<file path="src/rtl/hpdcache_rrarb_lock.sv">
// N-way arbiter with run-time fixed-priority / round-robin policy and a grant lock that holds
// across consumer stalls and multi-beat bursts. Starvation guard: define HPDCACHE_ARB_STARVATION_EN.
module hpdcache_rrarb_lock #(
  parameter int unsigned N        = 4,
  parameter int unsigned MAX_WAIT = 8,
  localparam int unsigned IDX_W   = ($clog2(N) > 0) ? $clog2(N) : 1
) (
  input  logic             clk_i,
  input  logic             rst_i,
  input  logic             rr_mode_i,
  input  logic [N-1:0]     req_i,
  input  logic             last_i,
  input  logic             ready_i,
  output logic [N-1:0]     gnt_o,
  output logic [IDX_W-1:0] gnt_idx_o,
  output logic             valid_o
);

  typedef enum logic {StArb, StHold} state_e;

  state_e           state_q;
  logic [N-1:0]     gnt_q;
  logic [IDX_W-1:0] rr_ptr_q;
  logic [IDX_W-1:0] rr_ptr_d;
  logic [N-1:0]     fix_gnt;
  logic [N-1:0]     rr_gnt;
  logic [N-1:0]     arb_gnt;
  logic [N-1:0]     hi_mask;
  logic             hs_last;

  function automatic logic [N-1:0] lowest_set(input logic [N-1:0] v);
    logic [N-1:0] r;
    logic         found;
    r     = '0;
    found = 1'b0;
    for (int i = 0; i < int'(N); i++) begin
      if (!found && v[i]) begin
        r[i]  = 1'b1;
        found = 1'b1;
      end
    end
    return r;
  endfunction

  // Round-robin: lowest request at or above the pointer, else wrap to the lowest overall.
  always_comb begin
    hi_mask = '0;
    for (int i = 0; i < int'(N); i++) begin
      hi_mask[i] = (i >= int'(rr_ptr_q));
    end
    fix_gnt = lowest_set(req_i);
    rr_gnt  = (|(req_i & hi_mask)) ? lowest_set(req_i & hi_mask) : fix_gnt;
  end

`ifdef HPDCACHE_ARB_STARVATION_EN
  logic [7:0]   wait_q [N];
  logic [N-1:0] urgent;

  always_comb begin
    urgent = '0;
    for (int i = 0; i < int'(N); i++) begin
      urgent[i] = (wait_q[i] >= 8'(MAX_WAIT));
    end
  end

  always_comb begin
    arb_gnt = rr_mode_i ? rr_gnt : fix_gnt;
    if (|(req_i & urgent)) arb_gnt = lowest_set(req_i & urgent);
  end

  // Counters only move on ARB decisions; a locked grant freezes them.
  always_ff @(posedge clk_i) begin
    if (rst_i) begin
      for (int i = 0; i < int'(N); i++) wait_q[i] <= '0;
    end else if (state_q == StArb) begin
      for (int i = 0; i < int'(N); i++) begin
        if (gnt_o[i]) begin
          wait_q[i] <= '0;
        end else if (hs_last && req_i[i] && (wait_q[i] != 8'hff)) begin
          wait_q[i] <= wait_q[i] + 8'd1;
        end
      end
    end
  end
`else
  always_comb begin
    arb_gnt = rr_mode_i ? rr_gnt : fix_gnt;
  end
`endif

  always_comb begin
    gnt_o = '0;
    if (!rst_i) gnt_o = (state_q == StHold) ? gnt_q : arb_gnt;
    valid_o   = |gnt_o;
    gnt_idx_o = '0;
    for (int i = 0; i < int'(N); i++) begin
      if (gnt_o[i]) gnt_idx_o = IDX_W'(i);
    end
    hs_last  = valid_o & ready_i & last_i;
    rr_ptr_d = (int'(gnt_idx_o) == int'(N) - 1) ? '0 : gnt_idx_o + 1'b1;
  end

  always_ff @(posedge clk_i) begin
    if (rst_i) begin
      state_q  <= StArb;
      gnt_q    <= '0;
      rr_ptr_q <= '0;
    end else begin
      if (hs_last) rr_ptr_q <= rr_ptr_d;
      unique case (state_q)
        StArb: begin
          if (valid_o && !(ready_i && last_i)) begin
            state_q <= StHold;
            gnt_q   <= gnt_o;
          end
        end
        StHold: begin
          if (hs_last) begin
            state_q <= StArb;
            gnt_q   <= '0;
          end
        end
        default: state_q <= StArb;
      endcase
    end
  end

`ifndef SYNTHESIS
  a_cfg_max_wait: assert property (@(posedge clk_i) (MAX_WAIT >= 1) && (MAX_WAIT <= 255));
  a_onehot: assert property (@(posedge clk_i) $onehot0(gnt_o));
  a_stable: assert property (@(posedge clk_i) disable iff (rst_i)
    (valid_o && !ready_i) |=> $stable(gnt_o));
  a_idx_valid: assert property (@(posedge clk_i) valid_o |-> (gnt_o == (N'(1) << gnt_idx_o)));
  a_idx_zero: assert property (@(posedge clk_i) !valid_o |-> (gnt_idx_o == '0));
  a_req_held: assert property (@(posedge clk_i) disable iff (rst_i)
    (state_q == StHold) |-> (|(req_i & gnt_q)));
`endif

endmodule

</file>
<file path="config.mk">
export PLATFORM = sky130hd
export DESIGN_NAME = hpdcache_rrarb_lock
export DESIGN_NICKNAME = d
export VERILOG_FILES = /design/src/rtl/hpdcache_rrarb_lock.sv
export SDC_FILE = /design/constraint.sdc
export NUM_CORES = 1
export LEC_CHECK = 0
export BUFFER_PORTS_ARGS = -buffer_cell sky130_fd_sc_hd__buf_2
export CORE_ASPECT_RATIO = 1.5
export CORE_MARGIN = 2
export CORE_UTILIZATION = 25
export CTS_BUF_LIST = sky130_fd_sc_hd__clkbuf_16
export DETAILED_ROUTE_END_ITERATION = 8
export GPL_TIMING_DRIVEN = 0
export PLACE_DENSITY = 0.49
export SETUP_SLACK_MARGIN = 0.05
export SYNTH_ARGS = -nofsm -noshare
export SYNTH_HDL_FRONTEND = slang
export SYNTH_SLANG_ARGS = --single-unit
</file>
<file path="constraint.sdc">
create_clock -name clk_i -period 1.8 [get_ports clk_i]
set_clock_uncertainty 0.05 [all_clocks]
set_input_delay 0.09 -clock clk_i [delete_from_list [all_inputs] [get_ports clk_i]]
set_output_delay 0.09 -clock clk_i [all_outputs]
set_load 0.01 [all_outputs]
</file>
## Word-level counts from Yosys, hierarchy flattened

Cells that the tools add are included.

| cells by class | value |
|---|---|
| add/subtract/negate cells | 1 |
| $lt $le $gt $ge | 3 |
| equality and inequality tests | 3 |
| multiplexer cells | 26 |
| bitwise gates (word level) | 4 |
| reductions and logical operators | 18 |

Operators by type and width:

| kind | count |
|---|---|
| 4-bit 2-to-1 mux | 6 |
| 1-bit 2-to-1 mux | 15 |
| 1-bit logical AND | 8 |
| 4-bit one-hot mux with 2 select lines | 1 |
| 4-bit OR reduction | 2 |
| 1-bit zero test | 7 |
| 2-bit 2-to-1 mux | 3 |
| 4-bit AND | 1 |
| 1-bit by 2-bit greater-or-equal comparator with 1-bit output, first input constant | 2 |
| 2-bit by 1-bit adder with 2-bit output, second input constant | 1 |
| 1-bit AND | 2 |
| 2-bit by 1-bit equality test with 1-bit output, second input constant | 1 |
| 2-bit greater-or-equal comparator, first input constant | 1 |
| 2-bit by 1-bit inequality test with 1-bit output, second input constant | 1 |
| 2-bit inequality test, second input constant | 1 |
| 1-bit one-hot mux with 2 select lines | 1 |
| 2-bit AND reduction | 1 |
| 1-bit inverter | 1 |

| word-level totals | value |
|---|---|
| bits in registers | 7 |
| word-level logic and storage cells | 58 |

## Longest topological paths before layout

Gate-level depths: netlist (run 1).

| logic depth | value |
|---|---|
| depth in word-level cells | 21 |
| mapped depth | 8 |
| mapped depth without buffers | 6 |

## Least setup slack after synthesis (run 1)

Ideal clock, no wire load.

| path | value |
|---|---|
| path type | register to register |
| start point | register state_q |
| end point | register gnt_q[0] |
| setup time | 79 ps |
| arrival | 1708 ps |
| data required time | 1671 ps |
| path slack | -37 ps |
| stages on the path, launching flop included | 7 |
| period minus slack after synthesis | 1837 ps |
| cells stage by stage | dfxtp_1 -> clkbuf_1 -> mux2_2 -> and3_1 -> clkbuf_1 -> a211o_4 -> o221ai_2 |

| between the ends | value |
|---|---|
| word-level cells in the longest chain between the ends | 7 |
| elaborated cells on any way between the ends | 12 |

RTL lines:

| element | RTL line | RTL |
|---|---|---|
| start: declaration | 21 | `state_e state_q;` |
| start signal: assignment | 105 | `state_q <= StArb;` |
| start signal: assignment | 113 | `state_q <= StHold;` |
| start signal: assignment | 119 | `state_q <= StArb;` |
| 4-bit 2-to-1 mux * (2 in series) | 93 | `if (!rst_i) gnt_o = (state_q == StHold) ? gnt_q : arb_gnt;` |
| net gnt_o[0] | 14 | `output logic [N-1:0] gnt_o,` |
| 4-bit OR reduction * | 94 | `valid_o = \|gnt_o;` |
| net valid_o | 16 | `output logic valid_o` |
| 1-bit AND (2 in series) | 99 | `hs_last = valid_o & ready_i & last_i;` |
| 2-bit by 1-bit inequality test with 1-bit output (no line) | n/a |  |
| 2-bit AND reduction (no line) * | n/a |  |
| end signal: assignment | 114 | `gnt_q <= gnt_o;` |
| end: declaration | 22 | `logic [N-1:0] gnt_q;` |

Mark *: on every way through the listed nets, which the timed path passes. The rest lies on a longest branch. The select of a mux whose other input is x is not followed.
A chain may end at the register's enable or synchronous reset.

## Worst setup path after layout (run 1)

| path | value |
|---|---|
| start point | register rr_ptr_q[1] |
| end point | output valid_o |

| between the ends | value |
|---|---|
| word-level cells in the longest chain between the ends | 17 |
| elaborated cells on any way between the ends | 22 |

RTL lines:

| element | RTL line | RTL |
|---|---|---|
| start: declaration | 23 | `logic [IDX_W-1:0] rr_ptr_q;` |
| start signal: assignment | 109 | `if (hs_last) rr_ptr_q <= rr_ptr_d;` |
| 1-bit by 2-bit greater-or-equal comparator with 1-bit output | 49 | `hi_mask[i] = (i >= int'(rr_ptr_q));` |
| 4-bit AND * | 52 | `rr_gnt = (\|(req_i & hi_mask)) ? lowest_set(req_i & hi_mask) : fix_gnt;` |
| 1-bit 2-to-1 mux | 37 | `if (!found && v[i]) begin` |
| 1-bit zero test | 37 |  |
| 1-bit logical AND | 37 |  |
| 1-bit 2-to-1 mux | 37 |  |
| 1-bit zero test | 37 |  |
| 1-bit logical AND | 37 |  |
| 1-bit 2-to-1 mux | 37 |  |
| 1-bit zero test | 37 |  |
| 1-bit logical AND | 37 |  |
| 1-bit 2-to-1 mux | 37 |  |
| 4-bit 2-to-1 mux * | 52 |  |
| 4-bit 2-to-1 mux * | 87 | `arb_gnt = rr_mode_i ? rr_gnt : fix_gnt;` |
| 4-bit 2-to-1 mux * (2 in series) | 93 |  |
| 4-bit OR reduction * | 94 |  |
| end: declaration | 16 |  |

Mark *: on every way between the ends. The rest lies on a longest branch, timed or not.

==> flow_summary.html, run 1 <==
<table>
<tr><th>Metric</th><th>Value</th></tr>
<tr><th colspan="2">Pwr</th></tr>
<tr><td>P_leak</td><td>0.4146 nW</td></tr>
<tr><td>Worst-case vdd ir drop</td><td>479.3 uV</td></tr>
<tr><td>Overall power after layout</td><td>1.321 mW</td></tr>
<tr><td>Power density normalized to cell area</td><td>between 1000 and 1500 nW/um^2</td></tr>
<tr><th colspan="2">Setup path</th></tr>
<tr><td>Kind of end point of the critical path</td><td>output pin</td></tr>
<tr><td>Crit path capture</td><td>valid_o</td></tr>
<tr><td>Slowest-stage cell, CP</td><td>dfxtp_4</td></tr>
<tr><td>Cell class contributing the biggest share of worst-path delay</td><td>compound AO/OA/AOI/OAI gates</td></tr>
<tr><td>Total buffers and inverters traversed by the critical path</td><td>1</td></tr>
<tr><td>Critical setup path kind</td><td>reg2out</td></tr>
<tr><td>Launching point of the worst reg2reg path</td><td>rr_ptr_q[1]$_SDFFE_PP0P_</td></tr>
<tr><td>Launching element of the worst setup path</td><td>rr_ptr_q[1]$_SDFFE_PP0P_</td></tr>
<tr><td>Worst reg2reg path endpoint</td><td>gnt_q[0]$_SDFFE_PP0P_</td></tr>
<tr><td>CP Depth</td><td>6</td></tr>
<tr><td>Maximum cell stage delay along the critical path</td><td>360 ps</td></tr>
<tr><td>Minimum setup slack among reg-to-reg paths</td><td>-80 ps</td></tr>
<tr><td>Required time at the endpoint of the critical path</td><td>1660 ps</td></tr>
<tr><td>CP cell instances</td><td>and2b_4 -&gt; and3_4 -&gt; a211oi_4 -&gt; nor2_2 -&gt; a211o_4 -&gt; buf_6</td></tr>
<tr><td>Largest fanout on the critical path</td><td>6</td></tr>
<tr><td>Type of element launching the critical path</td><td>flop</td></tr>
<tr><td>Data arrival time of the worst path</td><td>1760 ps</td></tr>
<tr><td>FF-to-FF path depth</td><td>7</td></tr>
<tr><th colspan="2">Timing</th></tr>
<tr><td>Slew Limit Headroom</td><td>0.7581</td></tr>
<tr><td>Achievable Freq</td><td>526.7 MHz</td></tr>
<tr><td>Post-route minimum period</td><td>1899 ps</td></tr>
<tr><td>Final critical-path share of the clock period</td><td>1.055</td></tr>
<tr><td>Worst Max-Slew Pin Slew</td><td>359.5 ps</td></tr>
<tr><td>Final Setup Violations</td><td>7</td></tr>
<tr><td>Unrepaired setup endpoints after global routing</td><td>true</td></tr>
<tr><td>Hold Violations, Final</td><td>0</td></tr>
<tr><td>Min setup slack post-route</td><td>-98.66 ps</td></tr>
<tr><td>Max-slew violation total from the final report</td><td>0</td></tr>
<tr><th colspan="2">Layout</th></tr>
<tr><td>Total area of multi-input combinational cells</td><td>569.3 um^2</td></tr>
<tr><td>P&amp;R area growth vs syn</td><td>59.88%</td></tr>
<tr><td>Filler-free cell count of the finished design</td><td>136</td></tr>
<tr><td>Number of nets in the final layout</td><td>122</td></tr>
<tr><td>Finished Cell Area</td><td>about 1000 um^2</td></tr>
<tr><td>Fraction of final layout cells with drive strength greater than 1</td><td>0.5000</td></tr>
<tr><td>Final antenna diode count</td><td>0</td></tr>
<tr><td>FILL cells</td><td>243</td></tr>
<tr><td>Total area of sequential cells</td><td>146.4 um^2</td></tr>
<tr><th colspan="2">Yosys</th></tr>
<tr><td>Fraction of the mapped netlist area in adder cells</td><td>0</td></tr>
<tr><td>Async SR Flop Fraction</td><td>0</td></tr>
<tr><td>Post-synthesis xor/xnor area fraction</td><td>0</td></tr>
<tr><td>Most common library cells after synthesis</td><td>9 x nand2_1, 9 x nor2_1, 7 x dfxtp_1</td></tr>
<tr><td>Most used flip-flop cell after synthesis</td><td>dfxtp_1</td></tr>
<tr><td>Synthesized cell area</td><td>651.9 um^2</td></tr>
<tr><td>Fraction of the mapped netlist area in simple logic gates</td><td>0.3148</td></tr>
<tr><td>Fraction of post-synthesis cell area in the top cell type by area</td><td>0.2150</td></tr>
<tr><td>FF+latch count, synth</td><td>7</td></tr>
<tr><td>Post-Synthesis Cells</td><td>87</td></tr>
<tr><td>Yosys synthesis warning count</td><td>0</td></tr>
<tr><td>Dominant combinational cell family by area after synthesis</td><td>compound AO/OA/AOI/OAI gates</td></tr>
<tr><td>Post-synth cell types</td><td>35</td></tr>
<tr><td>Number of synthesized flops with an enable pin</td><td>0</td></tr>
<tr><td>Biggest area contributors in the synthesized netlist</td><td>dfxtp_1 21%, nand2_1 5.2%, nor2_1 5.2%</td></tr>
<tr><td>Fraction of synthesized area in multiplexers</td><td>0.04798</td></tr>
<tr><td>Post-synth net total</td><td>96</td></tr>
<tr><td>Yosys top cell by area</td><td>dfxtp_1</td></tr>
<tr><td>Part of the Yosys area used for sequential elements</td><td>0.2150</td></tr>
<tr><td>Compound-Gate Fraction of Synth Area</td><td>0.3628</td></tr>
<tr><td>Average cell area after synthesis</td><td>7.493 um^2</td></tr>
<tr><th colspan="2">CTS</th></tr>
<tr><td>Clock Pin Slew Worst Setup and Hold Paths</td><td>roughly 40 ps</td></tr>
<tr><td>Total clock buffers created by CTS</td><td>3</td></tr>
<tr><td>CTS tree</td><td>yes</td></tr>
<tr><td>Number of clock sinks</td><td>7</td></tr>
<tr><td>Skew-Pair Late Insertion Delay</td><td>~230 ps</td></tr>
<tr><td>Hold-fix buffer count after cts</td><td>0</td></tr>
<tr><td>Clock buffer depth</td><td>2</td></tr>
<tr><td>H-tree levels</td><td>1</td></tr>
<tr><td>Clock tree root buffer cell</td><td>clkbuf_16</td></tr>
<tr><th colspan="2">Placed design</th></tr>
<tr><td>DP Worst Slack</td><td>-111.9 ps</td></tr>
<tr><td>Number of port buffers</td><td>14</td></tr>
<tr><td>Placer's final routability congestion estimate</td><td>about 0.85</td></tr>
<tr><td>Detailed placement HPWL</td><td>1374 um</td></tr>
<tr><td>Placed insts</td><td>125</td></tr>
<tr><td>Placed standard-cell area</td><td>~760 um^2</td></tr>
<tr><th colspan="2">Route</th></tr>
<tr><td>Detailed Route WL</td><td>a little over 2000 um</td></tr>
<tr><td>Via density per instance</td><td>5.434</td></tr>
<tr><td>Number of nets with antenna violations after detailed routing</td><td>0</td></tr>
<tr><td>Total number of vias</td><td>739</td></tr>
<tr><td>Violation count after the first detailed-routing iteration</td><td>13</td></tr>
<tr><td>Number of search-and-repair iterations in the first detailed-routing pass</td><td>4</td></tr>
<tr><td>Number of design rule violations left after detail routing</td><td>0</td></tr>
<tr><td>DR WL/cell</td><td>14.81 um</td></tr>
<tr><th colspan="2">GRT</th></tr>
<tr><td>First-pass GRT wire length</td><td>between 3000 and 4000 um</td></tr>
<tr><td>Pin count of the biggest net entering global routing</td><td>11</td></tr>
<tr><td>Number of antenna violations at the first check in global routing</td><td>0</td></tr>
<tr><td>Via count of the first global-routing pass</td><td>712</td></tr>
<tr><td>Total overflow reported by the global router</td><td>0</td></tr>
<tr><td>GRT Util Overall</td><td>0.1488</td></tr>
<tr><th colspan="2">Floorplanning</th></tr>
<tr><td>Horizontal die dimension</td><td>45.70 um</td></tr>
<tr><td>Top-level port count</td><td>16</td></tr>
<tr><td>Floorplan die area</td><td>3041 um^2</td></tr>
<tr><td>Initial Util</td><td>0.2661</td></tr>
<tr><td>Row cnt</td><td>22</td></tr>
<tr><td>Vertical die dimension</td><td>66.54 um</td></tr>
<tr><td>Core Area</td><td>2450 um^2</td></tr>
<tr><th colspan="2">Status</th></tr>
<tr><td>Failing checks</td><td>negative setup slack</td></tr>
<tr><td>Run status</td><td>finished, violations left</td></tr>
<tr><th colspan="2">Run</th></tr>
<tr><td>Max Cap Viol</td><td>0</td></tr>
<tr><th colspan="2">Worst hold path</th></tr>
<tr><td>Hold WC Path Type</td><td>in2reg</td></tr>
</table>
==> worst min-delay path by stage <==
stage	slack [ps]	to	from	cells past startpoint
3_3_place_gp	460	gnt_q[3]$_SDFFE_PP0P_	gnt_q[3]$_SDFFE_PP0P_	2
3_5_place_dp	460	gnt_q[3]$_SDFFE_PP0P_	gnt_q[3]$_SDFFE_PP0P_	2
5_1_grt	330	rr_ptr_q[1]$_SDFFE_PP0P_	rst_i	3
2_1_floorplan	160	gnt_idx_o[1]	rst_i	1
6_report	310	rr_ptr_q[1]$_SDFFE_PP0P_	rst_i	3
4_1_cts	290	rr_ptr_q[1]$_SDFFE_PP0P_	rst_i	3
==> layer usage <==
metal | vias to the layer above | GRT usage | wire (um)
li1 | 372 | - | -
met1 | 347 | 0.1631 | 807
met2 | 14 | 0.2623 | 1084
met3 | 6 | 0.01897 | 52
met4 | 0 | 0.08214 | 69
met5 | - | 0 | 0
==> per-stage QoR <==
stage          TNS, ps    util  hold slack [ps]
2_1_floorplan        0       -            162.4
3_3_place_gp    -322.1  0.3100            456.5
3_5_place_dp    -465.4  0.3100            457.9
4_1_cts         -216.8  0.3984            290.5
5_1_grt         -954.5  0.4254            327.0
6_report        -338.9  0.4254            310.5
==> power by group <==
| part | internal, mW | switching (mW) | total (mW) |
|---|---|---|---|
| Clock | 0.289 | 0.0869 | 0.376 |
| Sequential | 0.195 | 0.0259 | 0.221 |
| Combinational | 0.381 | 0.343 | 0.724 |
| Total | 0.866 | 0.456 | 1.32 |
==> cells by family (layout without fill, tap and decap cells) <==
kind of cell	Yosys count	after routing
buffers and inverters	9	34
and+or+nand+nor	38	38
muxes	3	3
DFF	7	7
AOI/OAI and AO/OA	30	30
==> flip-flops by register name, indices dropped and copies added, names as in the netlist <==
register,count
rr_ptr_q,2
state_q,1
gnt_q,4
==> timing repair <==
item / 4_1_cts / 5_1_grt
setup buffers: 7 / 1
setup endpoints to repair: 13 / 14
pin swaps: 7 / 6
gates resized for setup: 20 / 14
==> worst min-delay path, delay by kind of cell <==
family	cells	cell delay, ps
compound gates	2	230
buf+inv	1	220
==> layout make-up <==
class                      count  share of cell area
sequential                     7              0.1405
tap                           24             0.02881
inverter                       4             0.01441
multi-input combinational     71              0.5462
clock inverter                 1            0.003601
clock buffer                   3             0.07203
timing repair buffer          22              0.1549
buffer                         4             0.03962
==> cells in the final DEF, fill, tap and decap left out, types with 2 or more instances in the layout <==
cell       count
nor2b_1        4
clkbuf_16      3
nor2_1         7
mux2i_1        2
nor3_1         2
buf_4          9
o21bai_1       2
a31o_1         2
nand2_1        8
o21ai_0        5
inv_1          3
nor2_2         2
dfxtp_2        2
buf_6          5
a31oi_1        2
dfxtp_1        4
buf_8          2
buf_2          9
a21oi_2        2
a211oi_1       2
nand2b_4       2
nand2b_1       3
a21oi_1        4
and3_4         2
Power figures use the tool's default switching activity.
==> inputs of run 2 (changes only) <==
ABC_AREA = 1   (was unset)
PLACE_DENSITY = 0.5   (was 0.49)
==> run 2 against run 1 <==
Net effect: the run now ends clean; critical path depth grew 4; global-route usage is 3.6 points lower; clock-buffer cell count is the same; die area down 10%; via count is 15% lower.
==> flow_summary.html, run 2 <==
<table>
<tr><th>Metric</th><th>Value</th></tr>
<tr><th colspan="2">Timing</th></tr>
<tr><td>Min setup slack post-route</td><td>99.96 ps</td></tr>
<tr><td>Final critical-path share of the clock period</td><td>0.9445</td></tr>
<tr><td>Final Setup Violations</td><td>0</td></tr>
<tr><td>Slew Limit Headroom</td><td>0.7632</td></tr>
<tr><td>Achievable Freq</td><td>588.2 MHz</td></tr>
<tr><td>Unrepaired setup endpoints after global routing</td><td>true</td></tr>
<tr><td>Post-route minimum period</td><td>around 1700 ps</td></tr>
<tr><td>Worst Max-Slew Pin Slew</td><td>353.9 ps</td></tr>
<tr><td>Hold Violations, Final</td><td>0</td></tr>
<tr><td>Max-slew violation total from the final report</td><td>0</td></tr>
<tr><th colspan="2">Yosys</th></tr>
<tr><td>Fraction of post-synthesis cell area in the top cell type by area</td><td>0.2419</td></tr>
<tr><td>Number of synthesized flops with an enable pin</td><td>0</td></tr>
<tr><td>Async SR Flop Fraction</td><td>0</td></tr>
<tr><td>Post-synth cell types</td><td>18</td></tr>
<tr><td>Average cell area after synthesis</td><td>6.583 um^2</td></tr>
<tr><td>Most common library cells after synthesis</td><td>15 x nor2_1, 12 x nand2_1, 11 x nand3_1</td></tr>
<tr><td>Yosys top cell by area</td><td>dfxtp_1</td></tr>
<tr><td>Most used flip-flop cell after synthesis</td><td>dfxtp_1</td></tr>
<tr><td>Post-Synthesis Cells</td><td>88</td></tr>
<tr><td>Yosys synthesis warning count</td><td>0</td></tr>
<tr><td>Part of the Yosys area used for sequential elements</td><td>0.2419</td></tr>
<tr><td>Biggest area contributors in the synthesized netlist</td><td>dfxtp_1 24%, nand2_4 9.7%, nor2_1 9.7%</td></tr>
<tr><td>FF+latch count, synth</td><td>7</td></tr>
<tr><td>Most used standard cell by instance count after synthesis</td><td>nor2_1</td></tr>
<tr><td>Synthesized cell area</td><td>579.3 um^2</td></tr>
<tr><td>Post-synth net total</td><td>just under 100</td></tr>
<tr><th colspan="2">CTS</th></tr>
<tr><td>Number of clock sinks</td><td>7</td></tr>
<tr><td>Clock Pin Slew Worst Setup and Hold Paths</td><td>40 ps</td></tr>
<tr><td>CTS tree</td><td>yes</td></tr>
<tr><td>Hold-fix buffer count after cts</td><td>0</td></tr>
<tr><td>Skew-Pair Late Insertion Delay</td><td>roughly 230 ps</td></tr>
<tr><td>Clock buffer depth</td><td>2</td></tr>
<tr><td>Total clock buffers created by CTS</td><td>3</td></tr>
<tr><td>H-tree levels</td><td>1</td></tr>
<tr><td>Clock tree root buffer cell</td><td>clkbuf_16</td></tr>
<tr><th colspan="2">Floorplanning</th></tr>
<tr><td>Floorplan die area</td><td>2726 um^2</td></tr>
<tr><td>Row cnt</td><td>21</td></tr>
<tr><td>Top-level port count</td><td>16</td></tr>
<tr><td>Horizontal die dimension</td><td>roughly 43 um</td></tr>
<tr><td>Core Area</td><td>2207 um^2</td></tr>
<tr><td>Vertical die dimension</td><td>62.96 um</td></tr>
<tr><td>Initial Util</td><td>0.2625</td></tr>
<tr><th colspan="2">Setup path</th></tr>
<tr><td>CP cell instances</td><td>nor2_2 -&gt; nand2_2 -&gt; nand3_2 -&gt; nand2_4 -&gt; nand2_1 -&gt; nand2_1 -&gt; nand3_2 -&gt; nand3_4 -&gt; o21ai_2 -&gt; buf_2</td></tr>
<tr><td>Largest fanout on the critical path</td><td>4</td></tr>
<tr><td>Slowest-stage cell, CP</td><td>dfxtp_2</td></tr>
<tr><td>Critical setup path kind</td><td>reg2out</td></tr>
<tr><td>Cell class contributing the biggest share of worst-path delay</td><td>simple AND/OR/NAND/NOR gates</td></tr>
<tr><td>Maximum cell stage delay along the critical path</td><td>approximately 320 ps</td></tr>
<tr><td>Kind of end point of the critical path</td><td>output pin</td></tr>
<tr><td>Required time at the endpoint of the critical path</td><td>1660 ps</td></tr>
<tr><td>Data arrival time of the worst path</td><td>1560 ps</td></tr>
<tr><td>Type of element launching the critical path</td><td>flop</td></tr>
<tr><td>Total buffers and inverters traversed by the critical path</td><td>1</td></tr>
<tr><th colspan="2">Route</th></tr>
<tr><td>Via density per instance</td><td>4.729</td></tr>
<tr><td>Violation count after the first detailed-routing iteration</td><td>12</td></tr>
<tr><td>Number of nets with antenna violations after detailed routing</td><td>0</td></tr>
<tr><td>Number of search-and-repair iterations in the first detailed-routing pass</td><td>3</td></tr>
<tr><td>Number of design rule violations left after detail routing</td><td>0</td></tr>
<tr><td>Detailed Route WL</td><td>about 1400 um</td></tr>
<tr><td>DR WL/cell</td><td>10.54 um</td></tr>
<tr><td>Total number of vias</td><td>between 600 and 700</td></tr>
<tr><th colspan="2">Layout</th></tr>
<tr><td>Fraction of final layout cells with drive strength greater than 1</td><td>0.4636</td></tr>
<tr><td>Commonest non-fill, non-tap cells in the layout</td><td>15 x buf_2, 14 x nor2_1, 11 x nand2_1, 11 x inv_1, 8 x nand3_1</td></tr>
<tr><td>FILL cells</td><td>256</td></tr>
<tr><td>Number of nets in the final layout</td><td>120</td></tr>
<tr><td>Total area of sequential cells</td><td>146.4 um^2</td></tr>
<tr><td>Register with the most flip-flops</td><td>gnt_q</td></tr>
<tr><td>Registers with the most flip-flops</td><td>gnt_q: 4 flops, rr_ptr_q: 2 flops, state_q: 1 flops</td></tr>
<tr><td>P&amp;R area growth vs syn</td><td>43.41%</td></tr>
<tr><td>Most frequent standard cell in the layout excluding fill and tap cells</td><td>buf_2</td></tr>
<tr><td>Final antenna diode count</td><td>0</td></tr>
<tr><td>Total area of multi-input combinational cells</td><td>around 430 um^2</td></tr>
<tr><td>Max FFs per register</td><td>4</td></tr>
<tr><th colspan="2">Pwr</th></tr>
<tr><td>Worst-case vdd ir drop</td><td>between 500 and 600 uV</td></tr>
<tr><td>Power density normalized to cell area</td><td>1134 nW/um^2</td></tr>
<tr><td>P_leak</td><td>0.4272 nW</td></tr>
<tr><td>Overall power after layout</td><td>approximately 940 uW</td></tr>
<tr><th colspan="2">Placed design</th></tr>
<tr><td>DP Worst Slack</td><td>158.4 ps</td></tr>
<tr><td>Placer's final routability congestion estimate</td><td>~0.8</td></tr>
<tr><td>Number of port buffers</td><td>15</td></tr>
<tr><td>Detailed placement HPWL</td><td>between 1000 and 1500 um</td></tr>
<tr><th colspan="2">GRT</th></tr>
<tr><td>Total overflow reported by the global router</td><td>0</td></tr>
<tr><td>Via count of the first global-routing pass</td><td>slightly above 600</td></tr>
<tr><td>First-pass GRT wire length</td><td>around 2400 um</td></tr>
<tr><td>GRT Util Overall</td><td>0.1129</td></tr>
<tr><td>Number of antenna violations at the first check in global routing</td><td>0</td></tr>
<tr><td>Pin count of the biggest net entering global routing</td><td>10</td></tr>
<tr><th colspan="2">Worst hold path</th></tr>
<tr><td>Hold WC Path Type</td><td>in2reg</td></tr>
<tr><th colspan="2">Run</th></tr>
<tr><td>Max Cap Viol</td><td>0</td></tr>
<tr><th colspan="2">Status</th></tr>
<tr><td>Run status</td><td>completed</td></tr>
</table>
==> run 2: cell types whose count changed in the layout (fill, tap and decap cells not counted), sizes merged, moves of 5 or more <==
cell | previous run | this run
nand2 | 9 | 24
nand3 | 0 | 14
inv | 4 | 12
buf | 25 | 18
nor2 | 10 | 17
nand2b | 5 | 0
==> run 2: final timing paths <==
check | slack [ps] | cells after the start | to | from
max | 100 | 10 | gnt_idx_o[0] | rr_ptr_q[0]$_SDFFE_PP0P_
min | 70 | 2 | gnt_q[0]$_SDFFE_PP0P_ | rst_i
max reg2reg | 180 | 13 | rr_ptr_q[0]$_SDFFE_PP0P_ | rr_ptr_q[1]$_SDFFE_PP0P_
min reg2reg | 430 | 2 | gnt_q[1]$_SDFFE_PP0P_ | gnt_q[1]$_SDFFE_PP0P_
==> run 2: cells by family (layout without fill, tap and decap cells) <==
| group | Yosys count | after routing | share of synthesized area |
|---|---|---|---|
| flip-flops | 7 | 7 | 0.2419 |
| buffers and inverters | 12 | 34 | 0.08640 |
| AND/OR/NAND/NOR | 57 | 57 | 0.5486 |
| AO/OA/AOI/OAI | 12 | 12 | 0.1231 |
==> run 2: where the power goes <==
part,switching [mW],internal (mW)
Clock,0.0903,0.289
Sequential,0.0184,0.177
Combinational,0.227,0.139
==> run 2: repair_timing <==
item	CTS	global route
pin swaps	2	6
endpoints found under the setup margin	1	6
gates resized for setup	3	10
setup buffers	2	1
==> run 2: through the flow <==
stage,utilization,TNS (ps),cells,hold slack [ps],area [um^2]
after floorplan,-,0,88,109.1,579.3
after global placement,0.3095,0,126,302.8,683.2
after detailed placement,0.3095,0,126,305.2,683.2
after CTS,0.3549,0,132,63.14,783.3
after global routing,0.3764,-1.509,133,85.33,830.8
final,0.3764,0,133,73.23,830.8
==> run 2: cell type report <==
class                           count  share of cell area
Clock buffer                        3             0.09036
Clock inverter                      1            0.004518
Inverter                           12             0.06024
Multi-Input combinational cell     69              0.5120
Sequential cell                     7              0.1762
Tap cell                           23             0.03464
Timing Repair Buffer               18              0.1220
==> run 2: layer usage <==
layer / global-route usage / up-vias / routed length (um)
li1: - / 327 / -
met1: 0.1224 / 281 / 625
met2: 0.1847 / 16 / 666
met3: 0.03179 / 5 / 68
met4: 0.07197 / 0 / 41
met5: 0 / - / 0
==> inputs of run 3 (changes only) <==
CTS_BUF_LIST = unset   (was sky130_fd_sc_hd__clkbuf_16)
==> run 3 against run 2 <==
Net effect: via count down 1.4%; sequential share of layout area up 1.1 points; worst hold slack worse by 26 ps; critical endpoint is now valid_o; largest cell class unchanged.
==> flow_summary.html, run 3 (synthesis results as in run 2) <==
<table>
<tr><th>Metric</th><th>Value</th></tr>
<tr><th colspan="2">Status</th></tr>
<tr><td>Run status</td><td>completed</td></tr>
<tr><th colspan="2">Timing</th></tr>
<tr><td>Achievable Freq</td><td>588.2 MHz</td></tr>
<tr><td>Min setup slack post-route</td><td>99.76 ps</td></tr>
<tr><td>Post-route minimum period</td><td>1700 ps</td></tr>
<tr><td>Hold Violations, Final</td><td>0</td></tr>
<tr><td>Final Setup Violations</td><td>0</td></tr>
<tr><td>Worst Max-Slew Pin Slew</td><td>348.5 ps</td></tr>
<tr><td>Slew Limit Headroom</td><td>0.7668</td></tr>
<tr><td>Unrepaired setup endpoints after global routing</td><td>true</td></tr>
<tr><td>Max-slew violation total from the final report</td><td>0</td></tr>
<tr><td>Total Negative Setup Slacks</td><td>0 ps</td></tr>
<tr><td>Final critical-path share of the clock period</td><td>0.9446</td></tr>
<tr><th colspan="2">Setup path</th></tr>
<tr><td>Largest fanout on the critical path</td><td>9</td></tr>
<tr><td>Critical setup path kind</td><td>reg2out</td></tr>
<tr><td>Maximum cell stage delay along the critical path</td><td>360 ps</td></tr>
<tr><td>Data arrival time of the worst path</td><td>1560 ps</td></tr>
<tr><td>Total buffers and inverters traversed by the critical path</td><td>1</td></tr>
<tr><td>CP cell instances</td><td>nand2_1 -&gt; nand2_2 -&gt; nand3_2 -&gt; nand2_2 -&gt; nand3_1 -&gt; a21oi_4 -&gt; nor2_4 -&gt; nand2_8 -&gt; buf_2</td></tr>
<tr><td>Cell class contributing the biggest share of worst-path delay</td><td>simple AND/OR/NAND/NOR gates</td></tr>
<tr><td>Required time at the endpoint of the critical path</td><td>1660 ps</td></tr>
<tr><td>Slowest-stage cell, CP</td><td>dfxtp_4</td></tr>
<tr><td>Type of element launching the critical path</td><td>flop</td></tr>
<tr><td>CP dominant cell by count</td><td>nand2_2</td></tr>
<tr><td>Kind of end point of the critical path</td><td>output pin</td></tr>
<tr><th colspan="2">Floorplanning</th></tr>
<tr><td>Core Area</td><td>2207 um^2</td></tr>
<tr><td>Vertical die dimension</td><td>62.96 um</td></tr>
<tr><td>Horizontal die dimension</td><td>43.31 um</td></tr>
<tr><td>Row cnt</td><td>21</td></tr>
<tr><td>Floorplan die area</td><td>2726 um^2</td></tr>
<tr><td>Initial Util</td><td>0.2625</td></tr>
<tr><td>Top-level port count</td><td>16</td></tr>
<tr><th colspan="2">Pwr</th></tr>
<tr><td>Portion of total power attributed to the clock network</td><td>0.200</td></tr>
<tr><td>Power density normalized to cell area</td><td>930.4 nW/um^2</td></tr>
<tr><td>P_leak</td><td>0.3957 nW</td></tr>
<tr><td>Comb pwr share</td><td>0.532</td></tr>
<tr><td>Worst-case vdd ir drop</td><td>408.5 uV</td></tr>
<tr><td>Switching component of the power</td><td>around 320 uW</td></tr>
<tr><td>Flop pwr share</td><td>0.269</td></tr>
<tr><td>Overall power after layout</td><td>720.6 uW</td></tr>
<tr><td>Internal Pwr Total</td><td>405.6 uW</td></tr>
<tr><td>Fraction of power spent switching nets</td><td>0.4372</td></tr>
<tr><th colspan="2">Placed design</th></tr>
<tr><td>Detailed placement HPWL</td><td>between 1000 and 1500 um</td></tr>
<tr><td>DP Worst Slack</td><td>158.4 ps</td></tr>
<tr><td>Placer's final routability congestion estimate</td><td>0.7885</td></tr>
<tr><td>Placed insts</td><td>approximately 130</td></tr>
<tr><td>Number of port buffers</td><td>15</td></tr>
<tr><th colspan="2">CTS</th></tr>
<tr><td>Clock Pin Slew Worst Setup and Hold Paths</td><td>50 ps</td></tr>
<tr><td>Total clock buffers created by CTS</td><td>3</td></tr>
<tr><td>Skew-Pair Late Insertion Delay</td><td>between 200 and 300 ps</td></tr>
<tr><td>Number of clock sinks</td><td>7</td></tr>
<tr><td>H-tree levels</td><td>1</td></tr>
<tr><td>CTS tree</td><td>yes</td></tr>
<tr><td>Clock tree root buffer cell</td><td>clkbuf_4</td></tr>
<tr><td>Hold-fix buffer count after cts</td><td>0</td></tr>
<tr><td>Clock buffer depth</td><td>2</td></tr>
<tr><th colspan="2">Route</th></tr>
<tr><td>Number of design rule violations left after detail routing</td><td>0</td></tr>
<tr><td>Via density per instance</td><td>4.662</td></tr>
<tr><td>Violation count after the first detailed-routing iteration</td><td>7</td></tr>
<tr><td>Number of nets with antenna violations after detailed routing</td><td>0</td></tr>
<tr><td>Met3 wire length</td><td>between 60 and 70 um</td></tr>
<tr><td>Top Metal Used</td><td>met4</td></tr>
<tr><td>Detailed Route WL</td><td>1406 um</td></tr>
<tr><td>DR WL/cell</td><td>10.57 um</td></tr>
<tr><td>Number of search-and-repair iterations in the first detailed-routing pass</td><td>4</td></tr>
<tr><td>Total number of vias</td><td>between 600 and 700</td></tr>
<tr><td>Met1 WL</td><td>571 um</td></tr>
<tr><td>Met2 Routed Length</td><td>735 um</td></tr>
<tr><th colspan="2">GRT</th></tr>
<tr><td>Pin count of the biggest net entering global routing</td><td>10</td></tr>
<tr><td>Via count of the first global-routing pass</td><td>619</td></tr>
<tr><td>GRT Util Overall</td><td>0.1117</td></tr>
<tr><td>Number of antenna violations at the first check in global routing</td><td>0</td></tr>
<tr><td>First-pass GRT wire length</td><td>between 2000 and 2500 um</td></tr>
<tr><td>Total overflow reported by the global router</td><td>0</td></tr>
<tr><th colspan="2">Layout</th></tr>
<tr><td>Final antenna diode count</td><td>0</td></tr>
<tr><td>Registers with the most flip-flops</td><td>gnt_q: 4 flops, rr_ptr_q: 2 flops, state_q: 1 flops</td></tr>
<tr><td>Commonest non-fill, non-tap cells in the layout</td><td>15 x buf_2, 14 x nor2_1, 11 x nand2_1, 10 x inv_1, 10 x nand3_1</td></tr>
<tr><td>Filler-free cell count of the finished design</td><td>133</td></tr>
<tr><td>Number of nets in the final layout</td><td>120</td></tr>
<tr><td>P&amp;R area growth vs syn</td><td>33.69%</td></tr>
<tr><td>Final core utilization</td><td>0.3509</td></tr>
<tr><td>Fraction of final layout cells with drive strength greater than 1</td><td>0.4364</td></tr>
<tr><td>Register with the most flip-flops</td><td>gnt_q</td></tr>
<tr><td>Max FFs per register</td><td>4</td></tr>
<tr><td>Most frequent standard cell in the layout excluding fill and tap cells</td><td>buf_2</td></tr>
<tr><th colspan="2">Run</th></tr>
<tr><td>Max Cap Viol</td><td>0</td></tr>
<tr><th colspan="2">Worst hold path</th></tr>
<tr><td>Hold WC Path Type</td><td>in2reg</td></tr>
</table>
-- run 3: cell types whose count changed in the layout (fill, tap and decap cells not counted), moves of 2 or more --
cell / delta
clkbuf_16: -3
clkbuf_4: +3
nand2_4: -2
nand3_1: +2
nand3_2: -2
-- run 3: routing by layer --
layer	up-vias	GRT usage
met1	277	0.1189
met3	4	0.02312
li1	324	-
met5	-	0
met2	15	0.1903
met4	0	0.07197
-- run 3: metrics by stage --
stage | hold WS [ps] | instance area [um^2]
finish | 47.72 | 774.5
global route | 55.34 | 774.5
CTS | 41.61 | 730.7
detailed placement | 305.2 | 683.2
global placement | 302.8 | 683.2
floorplan | 109.1 | 579.3
-- run 3: path summary, 6_finish.rpt --
path                            cells after the start  slack, ps                  endpoint                startpoint
worst min register to register                      2        430     gnt_q[2]$_SDFFE_PP0P_     gnt_q[2]$_SDFFE_PP0P_
worst max-delay path                                9        100                   valid_o  rr_ptr_q[1]$_SDFFE_PP0P_
worst max register to register                     14        200  rr_ptr_q[0]$_SDFFE_PP0P_  rr_ptr_q[0]$_SDFFE_PP0P_
worst min-delay path                                2         50     gnt_q[0]$_SDFFE_PP0P_                     rst_i
-- run 3: layout make-up --
class	count	area (um^2)
multi-input combinational	69	426.7
fill	264	1433
inverter	12	50.05
tap	23	28.78
clock buffer	4	26.28
timing repair buffer	18	97.59
sequential	7	145.1
-- run 3: repair_timing --
action	in CTS	in global routing
resized for setup	3	7
endpoints found under the setup margin	2	6
setup buffers	2	1
endpoints found under the hold margin	0	0
pin swaps	2	5
-- run 3: worst reg2reg max path, cell delays in order, from the launching register on --
cell and delay, ps:
dfxtp_2 330, nor2_2 110, nand2_2 80, nand3_2 70
nand2_2 70, nand2_2 60, nand2_2 60, nand2_4 90
nand2_4 60, nor2_4 140, nand2_8 100, nand2_4 90
clkinv_4 60, nor2_1 110, nor2_2 50
-- run 3: power groups by stage --
stage               clock network, mW  registers, mW  logic (mW)
global placement                    0          0.195       0.326
finish                          0.144          0.194       0.383
detailed placement                  0          0.195       0.327
CTS                             0.148          0.193       0.348
floorplan                           0          0.190       0.246
global route                    0.157          0.197       0.423
